$ cat config.mk
export PLATFORM = sky130hd
export DESIGN_NAME = enigma_keypress_ctrl_flat
export DESIGN_NICKNAME = d
export VERILOG_FILES = /design/src/rtl/enigma_keypress_ctrl_if.sv /design/src/rtl/enigma_keypress_ctrl.sv /design/src/flat_wrapper.sv
export SDC_FILE = /design/constraint.sdc
export NUM_CORES = 1
export LEC_CHECK = 0
export CORE_AREA = 2 2 82 84
export DETAILED_ROUTE_END_ITERATION = 10
export DIE_AREA = 0 0 84 86
export PLACE_DENSITY = 0.54
export SYNTH_ARGS = -nofsm -noshare
export SYNTH_HDL_FRONTEND = slang
export SYNTH_SLANG_ARGS = --single-unit
$ cat constraint.sdc
create_clock -name clk -period 2.75 [get_ports clk]
set_clock_uncertainty 0.15 [all_clocks]
set_input_delay 0.275 -clock clk [delete_from_list [all_inputs] [get_ports clk]]
set_output_delay 0.275 -clock clk [all_outputs]
set_load 0.005 [all_outputs]
$ cat src/rtl/enigma_keypress_ctrl_if.sv
// Keypress and ciphertext handshake bundle for the Enigma keypress controller.
//   key_valid / key_char / key_ready : plaintext character in (0..25 = A..Z)
//   out_valid / out_char / out_ready : ciphertext character out
// The controller uses the master modport and the environment uses the slave modport.
interface enigma_keypress_ctrl_if;
    logic       key_valid;
    logic [4:0] key_char;
    logic       key_ready;
    logic       out_valid;
    logic [4:0] out_char;
    logic       out_ready;

    modport master (
        input  key_valid,
        input  key_char,
        output key_ready,
        output out_valid,
        output out_char,
        input  out_ready
    );

    modport slave (
        output key_valid,
        output key_char,
        input  key_ready,
        input  out_valid,
        input  out_char,
        output out_ready
    );
endinterface

$ cat src/rtl/enigma_keypress_ctrl.sv
// Sequences one keypress through a three-rotor Enigma datapath: accepts a
// plaintext character, pulses the rotor step enables (including the middle-rotor
// double step), waits for the rotor/reflector path to settle, captures the
// ciphertext and presents it on a valid/ready output. Also sequences rotor loading.
// Ports:
//   clk, reset        clock, synchronous active-high reset
//   set_req           level request to load rotor start positions
//   rotor_set         one-cycle pulse to all rotors' set inputs
//   kp                key / ciphertext handshakes (master modport)
//   pos_r/m/l         current rotor positions
//   step_r/m/l        one-cycle rotor step enables
//   path_char_out     latched plaintext driven into the datapath
//   path_char_in      ciphertext returning from the datapath
//   bad_char          one-cycle pulse: an accepted character >= 26 was dropped
//   char_count        completed ciphertext handshakes (wraps)
module enigma_keypress_ctrl #(
    parameter int unsigned NOTCH_R       = 16,
    parameter int unsigned NOTCH_M       = 4,
    parameter int unsigned SETTLE_CYCLES = 1
) (
    input  logic                           clk,
    input  logic                           reset,
    input  logic                           set_req,
    output logic                           rotor_set,
    enigma_keypress_ctrl_if.master         kp,
    input  logic [4:0]                     pos_r,
    input  logic [4:0]                     pos_m,
    input  logic [4:0]                     pos_l,
    output logic                           step_r,
    output logic                           step_m,
    output logic                           step_l,
    output logic [4:0]                     path_char_out,
    input  logic [4:0]                     path_char_in,
    output logic                           bad_char,
    output logic [15:0]                    char_count
);

    localparam logic [4:0] LP_NOTCH_R = 5'(NOTCH_R);
    localparam logic [4:0] LP_NOTCH_M = 5'(NOTCH_M);
    localparam logic [3:0] LP_SETTLE  = 4'(SETTLE_CYCLES);

    typedef enum logic [2:0] {
        S_IDLE,
        S_LOAD,
        S_STEP,
        S_SETTLE,
        S_OUT
    } state_t;

    state_t      r_state;
    state_t      w_next;
    logic [3:0]  r_settle;
    logic [4:0]  r_path_char;
    logic [4:0]  r_out_char;
    logic        r_bad_char;
    logic [15:0] r_char_count;
    logic        w_key_fire;
    logic        w_key_ok;
    logic        w_unused_pos_l;

    // The left rotor never influences stepping; its position is not needed here.
    assign w_unused_pos_l = ^pos_l;

    // A set request in IDLE blocks key acceptance in the same cycle.
    assign w_key_fire = (r_state == S_IDLE) && !set_req && kp.key_valid;
    assign w_key_ok   = (kp.key_char < 5'd26);

    always_ff @(posedge clk) begin
        if (reset) begin
            r_state <= S_IDLE;
        end else begin
            r_state <= w_next;
        end
    end

    always_comb begin
        w_next = r_state;
        case (r_state)
            S_IDLE: begin
                if (set_req) begin
                    w_next = S_LOAD;
                end else if (kp.key_valid && w_key_ok) begin
                    w_next = S_STEP;
                end
            end
            S_LOAD:   w_next = S_IDLE;
            S_STEP:   w_next = S_SETTLE;
            S_SETTLE: begin
                if (r_settle == 4'd1) begin
                    w_next = S_OUT;
                end
            end
            S_OUT: begin
                if (kp.out_ready) begin
                    w_next = S_IDLE;
                end
            end
            default:  w_next = S_IDLE;
        endcase
    end

    // Step decisions use the pre-step positions seen during the STEP cycle;
    // a middle rotor at its notch steps itself and the left rotor (double step).
    always_comb begin
        kp.key_ready = (r_state == S_IDLE) && !set_req;
        rotor_set    = (r_state == S_LOAD);
        step_r       = (r_state == S_STEP);
        step_m       = (r_state == S_STEP) && ((pos_r == LP_NOTCH_R) || (pos_m == LP_NOTCH_M));
        step_l       = (r_state == S_STEP) && (pos_m == LP_NOTCH_M);
        kp.out_valid = (r_state == S_OUT);
    end

    always_ff @(posedge clk) begin
        if (reset) begin
            r_settle     <= '0;
            r_path_char  <= '0;
            r_out_char   <= '0;
            r_bad_char   <= 1'b0;
            r_char_count <= '0;
        end else begin
            r_bad_char <= w_key_fire && !w_key_ok;
            if (w_key_fire && w_key_ok) begin
                r_path_char <= kp.key_char;
            end
            if (r_state == S_STEP) begin
                r_settle <= LP_SETTLE;
            end else if (r_state == S_SETTLE) begin
                r_settle <= r_settle - 4'd1;
            end
            if ((r_state == S_SETTLE) && (r_settle == 4'd1)) begin
                r_out_char <= path_char_in;
            end
            if ((r_state == S_OUT) && kp.out_ready) begin
                r_char_count <= r_char_count + 16'd1;
            end
        end
    end

    assign path_char_out = r_path_char;
    assign kp.out_char   = r_out_char;
    assign bad_char      = r_bad_char;
    assign char_count    = r_char_count;

endmodule

$ cat src/flat_wrapper.sv
// flat-port wrapper written by rule: the top's interface ports become plain ports
module enigma_keypress_ctrl_flat 
#(
    parameter int unsigned NOTCH_R       = 16,
    parameter int unsigned NOTCH_M       = 4,
    parameter int unsigned SETTLE_CYCLES = 1
)
  (clk, reset, set_req, rotor_set, pos_r, pos_m, pos_l, step_r, step_m, step_l, path_char_out, path_char_in, bad_char, char_count, kp_key_valid, kp_key_char, kp_key_ready, kp_out_valid, kp_out_char, kp_out_ready);
  enigma_keypress_ctrl_if kp_i ();
  input  logic clk;
  input  logic reset;
  input  logic set_req;
  output logic rotor_set;
  input  logic [4:0] pos_r;
  input  logic [4:0] pos_m;
  input  logic [4:0] pos_l;
  output logic step_r;
  output logic step_m;
  output logic step_l;
  output logic [4:0] path_char_out;
  input  logic [4:0] path_char_in;
  output logic bad_char;
  output logic [15:0] char_count;
  input wire logic [$bits(kp_i.key_valid)-1:0] kp_key_valid;
  input wire logic [$bits(kp_i.key_char)-1:0] kp_key_char;
  output wire logic [$bits(kp_i.key_ready)-1:0] kp_key_ready;
  output wire logic [$bits(kp_i.out_valid)-1:0] kp_out_valid;
  output wire logic [$bits(kp_i.out_char)-1:0] kp_out_char;
  input wire logic [$bits(kp_i.out_ready)-1:0] kp_out_ready;
  assign kp_i.key_valid = kp_key_valid;
  assign kp_i.key_char = kp_key_char;
  assign kp_key_ready = kp_i.key_ready;
  assign kp_out_valid = kp_i.out_valid;
  assign kp_out_char = kp_i.out_char;
  assign kp_i.out_ready = kp_out_ready;
  enigma_keypress_ctrl #(.NOTCH_R(NOTCH_R), .NOTCH_M(NOTCH_M), .SETTLE_CYCLES(SETTLE_CYCLES)) u_core (.clk(clk), .reset(reset), .set_req(set_req), .rotor_set(rotor_set), .kp(kp_i), .pos_r(pos_r), .pos_m(pos_m), .pos_l(pos_l), .step_r(step_r), .step_m(step_m), .step_l(step_l), .path_char_out(path_char_out), .path_char_in(path_char_in), .bad_char(bad_char), .char_count(char_count));
endmodule
=== After elaboration in Yosys (flattened, before gate mapping) ===
Cells that the tools add are included.

* Add/subtract/negate cells: 2
* Order comparisons: 1
* Equal/unequal tests: 10
* Mux-type cells: 7
* Reductions and logical operators: 16

{| class="wikitable"
|+ Operators with widths
! kind !! count
|-
| 16-bit by 1-bit adder with 16-bit output, second input constant || 1
|-
| 3-bit two-way mux || 4
|-
| 3-bit one-hot mux with 4 select lines || 1
|-
| 1-bit logical AND || 9
|-
| 3-bit by 2-bit equality test with 1-bit output, second input constant || 2
|-
| 5-bit by 3-bit equality test with 1-bit output, second input constant || 1
|-
| 5-bit equality test, second input constant || 1
|-
| 5-bit less-than comparator, second input constant || 1
|-
| 4-bit by 1-bit equality test with 1-bit output, second input constant || 1
|-
| 2-bit by 1-bit inequality test with 1-bit output, second input constant || 2
|-
| 4-bit by 1-bit subtractor with 4-bit output, second input constant || 1
|-
| 3-bit by 1-bit equality test with 1-bit output, second input constant || 1
|-
| 3-bit equality test, second input constant || 1
|-
| 3-bit zero test || 1
|-
| 3-bit by 2-bit inequality test with 1-bit output, second input constant || 1
|-
| 3-bit AND reduction || 1
|-
| 1-bit zero test || 2
|-
| 1-bit two-way mux || 2
|-
| 2-bit nonzero test || 1
|-
| 2-bit OR reduction || 1
|-
| 1-bit logical OR || 1
|}

* Flip-flop bits (word level): 34
* Bits of input ports: 30
* Output and inout port bits: 33
* Logic and storage cells: 43

=== Longest topological paths before layout ===
Gate-level depths: netlist of run 1.

* Word-level depth: 5
* Mapped depth: 7
* Gate-level depth less buffers: 6

=== Least setup slack after synthesis of run 1 ===
No wires, ideal clock.

* Path kind: register to register
* Start point: reg u_core.r_state[0]
* End point: reg u_core.r_char_count[12], in the netlist u_core.char_count[12]
* Arrival: 1740 ps
* Data required time: 2529 ps
* Setup slack: 789 ps
* Stages on the path, launching flop included: 7
* Path buffers: 2
* Clock period less this slack: 1961 ps
* Cells stage by stage: dfxtp_1 > buf_6 > nand4bb_1 > buf_6 > or4_4 > or3_1 > a21oi_1

* Cells in the longest elaborated chain, start to end: 2

{| class="wikitable"
|+ RTL lines
! item !! RTL line !! text
|-
| start: declaration || enigma_keypress_ctrl.sv:50 || <nowiki>state_t r_state;</nowiki>
|-
| start signal: assignment || enigma_keypress_ctrl.sv:72 || <nowiki>r_state <= w_next;</nowiki>
|-
| 3-bit equality test || enigma_keypress_ctrl.sv:133 || <nowiki>if ((r_state == S_OUT) && kp.out_ready) begin</nowiki>
|-
| 1-bit logical AND || enigma_keypress_ctrl.sv:133 ||
|-
| end signal: assignment || enigma_keypress_ctrl.sv:134 || <nowiki>r_char_count <= r_char_count + 16'd1;</nowiki>
|-
| end: declaration || enigma_keypress_ctrl.sv:56 || <nowiki>logic [15:0] r_char_count;</nowiki>
|}

Every way passes these cells.
A chain may end at the register's enable or synchronous reset.

=== Worst setup path after layout of run 1 ===
* Start point: in pos_m[1]
* End point: out step_m

* Cells in the longest elaborated chain, start to end: 3

{| class="wikitable"
|+ RTL lines
! item !! RTL line !! text
|-
| start: declaration || flat_wrapper.sv:15 || <nowiki>input logic [4:0] pos_m;</nowiki>
|-
| 5-bit by 3-bit equality test with 1-bit output || enigma_keypress_ctrl.sv:108 || <nowiki>step_m = (r_state == S_STEP) && ((pos_r == LP_NOTCH_R) || (pos_m == LP_NOTCH_M));</nowiki>
|-
| 1-bit logical OR || enigma_keypress_ctrl.sv:108 ||
|-
| 1-bit logical AND || enigma_keypress_ctrl.sv:108 ||
|-
| end: declaration || flat_wrapper.sv:18 || <nowiki>output logic step_m;</nowiki>
|}

Every way passes these cells.

==> results.yml, run 1 <==
clocking:
  cts_buffer_depth: 2
  cts_tree: "built"
  clk_latency_ns: 0.28
  cts_setup_buffers: 0
  cts.clk_slew.worst_paths_ns: 0.07
  cts_made_buffers: 5
  ctsHoldBuffers: 0
  cts_sinks: 34
  htreeDepth: 2
  cts_root_buf: "clkbuf_8"
synth:
  synth-xor-area-share_pct: 4.50
  synthCells: 178
  synth_edf_count: 0
  yosys_warnings: 0
  synth_cell_types: 37
  synthAdderAreaFrac_pct: 2.41
  synth.mux.area_fraction_pct: 7.31
  syn_avg_cell_area_um2: 8.75
  synth_area_mm2: 0.00156
  synth_ff_type: "dfxtp_1"
  synth_compound_area_share_pct: 9.32
  synthArstFlopShare_pct: 0
  yosys.area_share.simple_pct: 28.4
  ys_seq_area_share_pct: 43.7
  synth_top_family_by_area: "simple AND/OR/NAND/NOR gates"
  synth_seq_cells: 34
  synth_fp_nets: 211
routing:
  post-route-drc-count: 0
  drtIter0Drc: 52
  first_pass_iters: 4
  drt-total-wl_mm: 3.64
  viasPerCell: 4.59
  num_vias: 1449
  postRouteAntennaNets: 0
  wire_per_inst_um: 11.5
cells_and_area:
  utilization_pct: 37.1
  fillers: 668
  final_area_mm2: 0.00233
  fin_nets: 271
  multi_input_area_um2: 816
  diodes: 0
  drive_above_1_share_pct: 9.62
  final_cell_mix: "clkdlybuf4s50_1 (57), dfxtp_1 (34), nor2_1 (25)"
  area_growth_pct: 49.3
  seqCellArea_um2: 681
  final_common_cell: "clkdlybuf4s50_1"
setup_path:
  required_ns: 2.33
  crit_fanout: 2
  worstPathArrival_ns: 2.19
  reg2reg_from: "u_core.r_state[0]"
  cpMostUsedCell: "clkdlybuf4s50_1"
  crit_chain: "clkdlybuf4s50_1 > or4b_2 > nor4_2 > a31o_2 > clkdlybuf4s50_1"
  max_stage_delay_ns: 0.68
  critical_path_class: "input port to output pin"
  crit_path_end_kind: "output pin"
  startpoint: "pos_m[1]"
  crit_slowest_cell: "or4b_2"
  crit_path_start_kind: "input port"
place:
  io_buffers: 57
  place.gp.congestion: 0.744
  place_area_mm2: 0.00221
  hpwlAfterDp_mm: 2.65
sta:
  setup_viol: 0
  slew_headroom_pct: 65.4
  setup_tns_ns: 0
  slew_violations: 0
  hold_viol: 0
  clock.fmax_ghz: 0.382
  period_needed_ns: 2.62
  grt_setup_unrepaired: "no"
  fin_crit_sh_pct: 95.1
  tightestPinTransition_ns: 0.515
power_and_ir_drop:
  ir_drop_mv: 0.244
  powerDensity_mw_per_mm2: 471
  p_leak_nw: 0.856
floorplanning:
  ioPinCount: 63
  die_w_um: 84
  coreArea_mm2: 0.00628
  start_util_pct: 24.8
  fp.dieH_um: 86
  rows: 29
  die_area_mm2: 0.00722
global_route:
  antenna_found_initial: 0
  grt_pass1_vias: 1367
  grt_pass1_wl_mm: 6.05
  grt_max_degree: 38
  grt_util_all_layers_pct: 10.5
  grt_remaining_overflow: 0
worst_hold_path:
  min_path_type: "register to register"
  hold_start: "u_core.r_settle[3]"
status:
  outcome: "finished clean"
flow_run:
  drv_cap: 0
==> routing by layer <==
layer	track usage, %	routed length [µm]	up-vias
li1	-	-	741
met1	12.1	1670	667
met2	16.9	1650	34
met3	5.29	270	7
met4	3.52	46	0
met5	0	0	-
==> layout make-up <==
cell class,count,area share (%)
well taps,77,4.14
clock buffers,8,4.73
repair buffers,61,25.8
multi-input cells,130,35.1
inverters,6,0.968
flip-flops and latches,34,29.3
==> through the flow <==
stage / instances / hold WS [ns] / power [mW] / setup WS [ns]
6_report: 316 / 0.333 / 1.10 / 0.135
5_1_grt: 316 / 0.354 / 1.15 / 0.0617
3_5_place_dp: 308 / 0.329 / 0.673 / 0.0364
3_3_place_gp: 308 / 0.324 / 0.672 / 0.0825
4_1_cts: 316 / 0.338 / 1.11 / 0.0364
2_1_floorplan: 178 / 0.269 / 0.597 / 0.789
==> report_power, final <==
group	switching (mW)	internal, mW
clock	0.182	0.253
sequential	0.0137	0.505
combinational	0.0583	0.0824
total	0.254	0.841
==> path summary, 6_finish.rpt <==
path / endpoint / slack, ns / cells after the start
hold / removal: u_core.r_settle[3] / 0.33 / 2
hold reg to reg: u_core.r_settle[3] / 0.33 / 2
setup reg to reg: u_core.char_count[14] / 0.71 / 4
setup / recovery: step_m / 0.13 / 5
==> synth_stat cells (all sizes together) (2+ instances only) <==
cell type	number	share of area [%]
nor3	11	3.5
ha	3	2.4
o21ai	6	1.9
nor3b	2	0.96
nor4	5	2.4
or4b	2	1.3
a31oi	2	0.80
or3	5	2.0
nand3	8	2.6
mux2i	8	5.1
clkbuf	5	1.2
nand4	2	0.80
nor2b	4	1.6
mux2	3	2.2
inv	6	1.4
xor2	2	1.1
xnor2	6	3.4
buf	3	1.7
nor2	25	6.0
dfxtp	34	44
and3	3	1.2
nand2	10	2.4
a21oi	11	3.5
==> cell families (layout without fill, tap and decap cells) <==
family                   count (synthesis)  after routing
AND/OR/NAND/NOR                         83             83
flip-flops                              34             34
AO/OA/AOI/OAI                           25             25
XOR/XNOR                                 8              8
buffers and inverters                   14             75
multiplexers                            11             11
adder cells (fa/ha/maj)                  3              3
==> flip-flops by register name, indices dropped and copies added (netlist names) <==
name and flops:
u_core.char_count 16, u_core.kp.out_char 5, u_core.path_char_out 5, u_core.r_settle 4, u_core.r_state 3, u_core.bad_char 1
==> repair_timing <==
item                                    CTS  global route
endpoints found under the setup margin    0             1
gates resized for setup                   0             1
hold endpoints to repair                  0             0
==> critical path: cells and delay by family <==
family / cells / cell delay (ns)
buf+inv: 2 / 0.88
simple gates: 2 / 0.89
compound gates: 1 / 0.15
Power figures use the tool's default switching activity.
==> inputs of run 2 (changes only) <==
--- a/config.mk
+++ b/config.mk
@@ -5,6 +5,7 @@
 export SDC_FILE = /design/constraint.sdc
 export NUM_CORES = 1
 export LEC_CHECK = 0
+export ABC_CLOCK_PERIOD_IN_PS = 2750
 export CORE_AREA = 2 2 82 84
 export DETAILED_ROUTE_END_ITERATION = 10
 export DIE_AREA = 0 0 84 86
==> results of run 2 <==
Same layout as run 1: the final DEF is identical, and so are final timing and power.
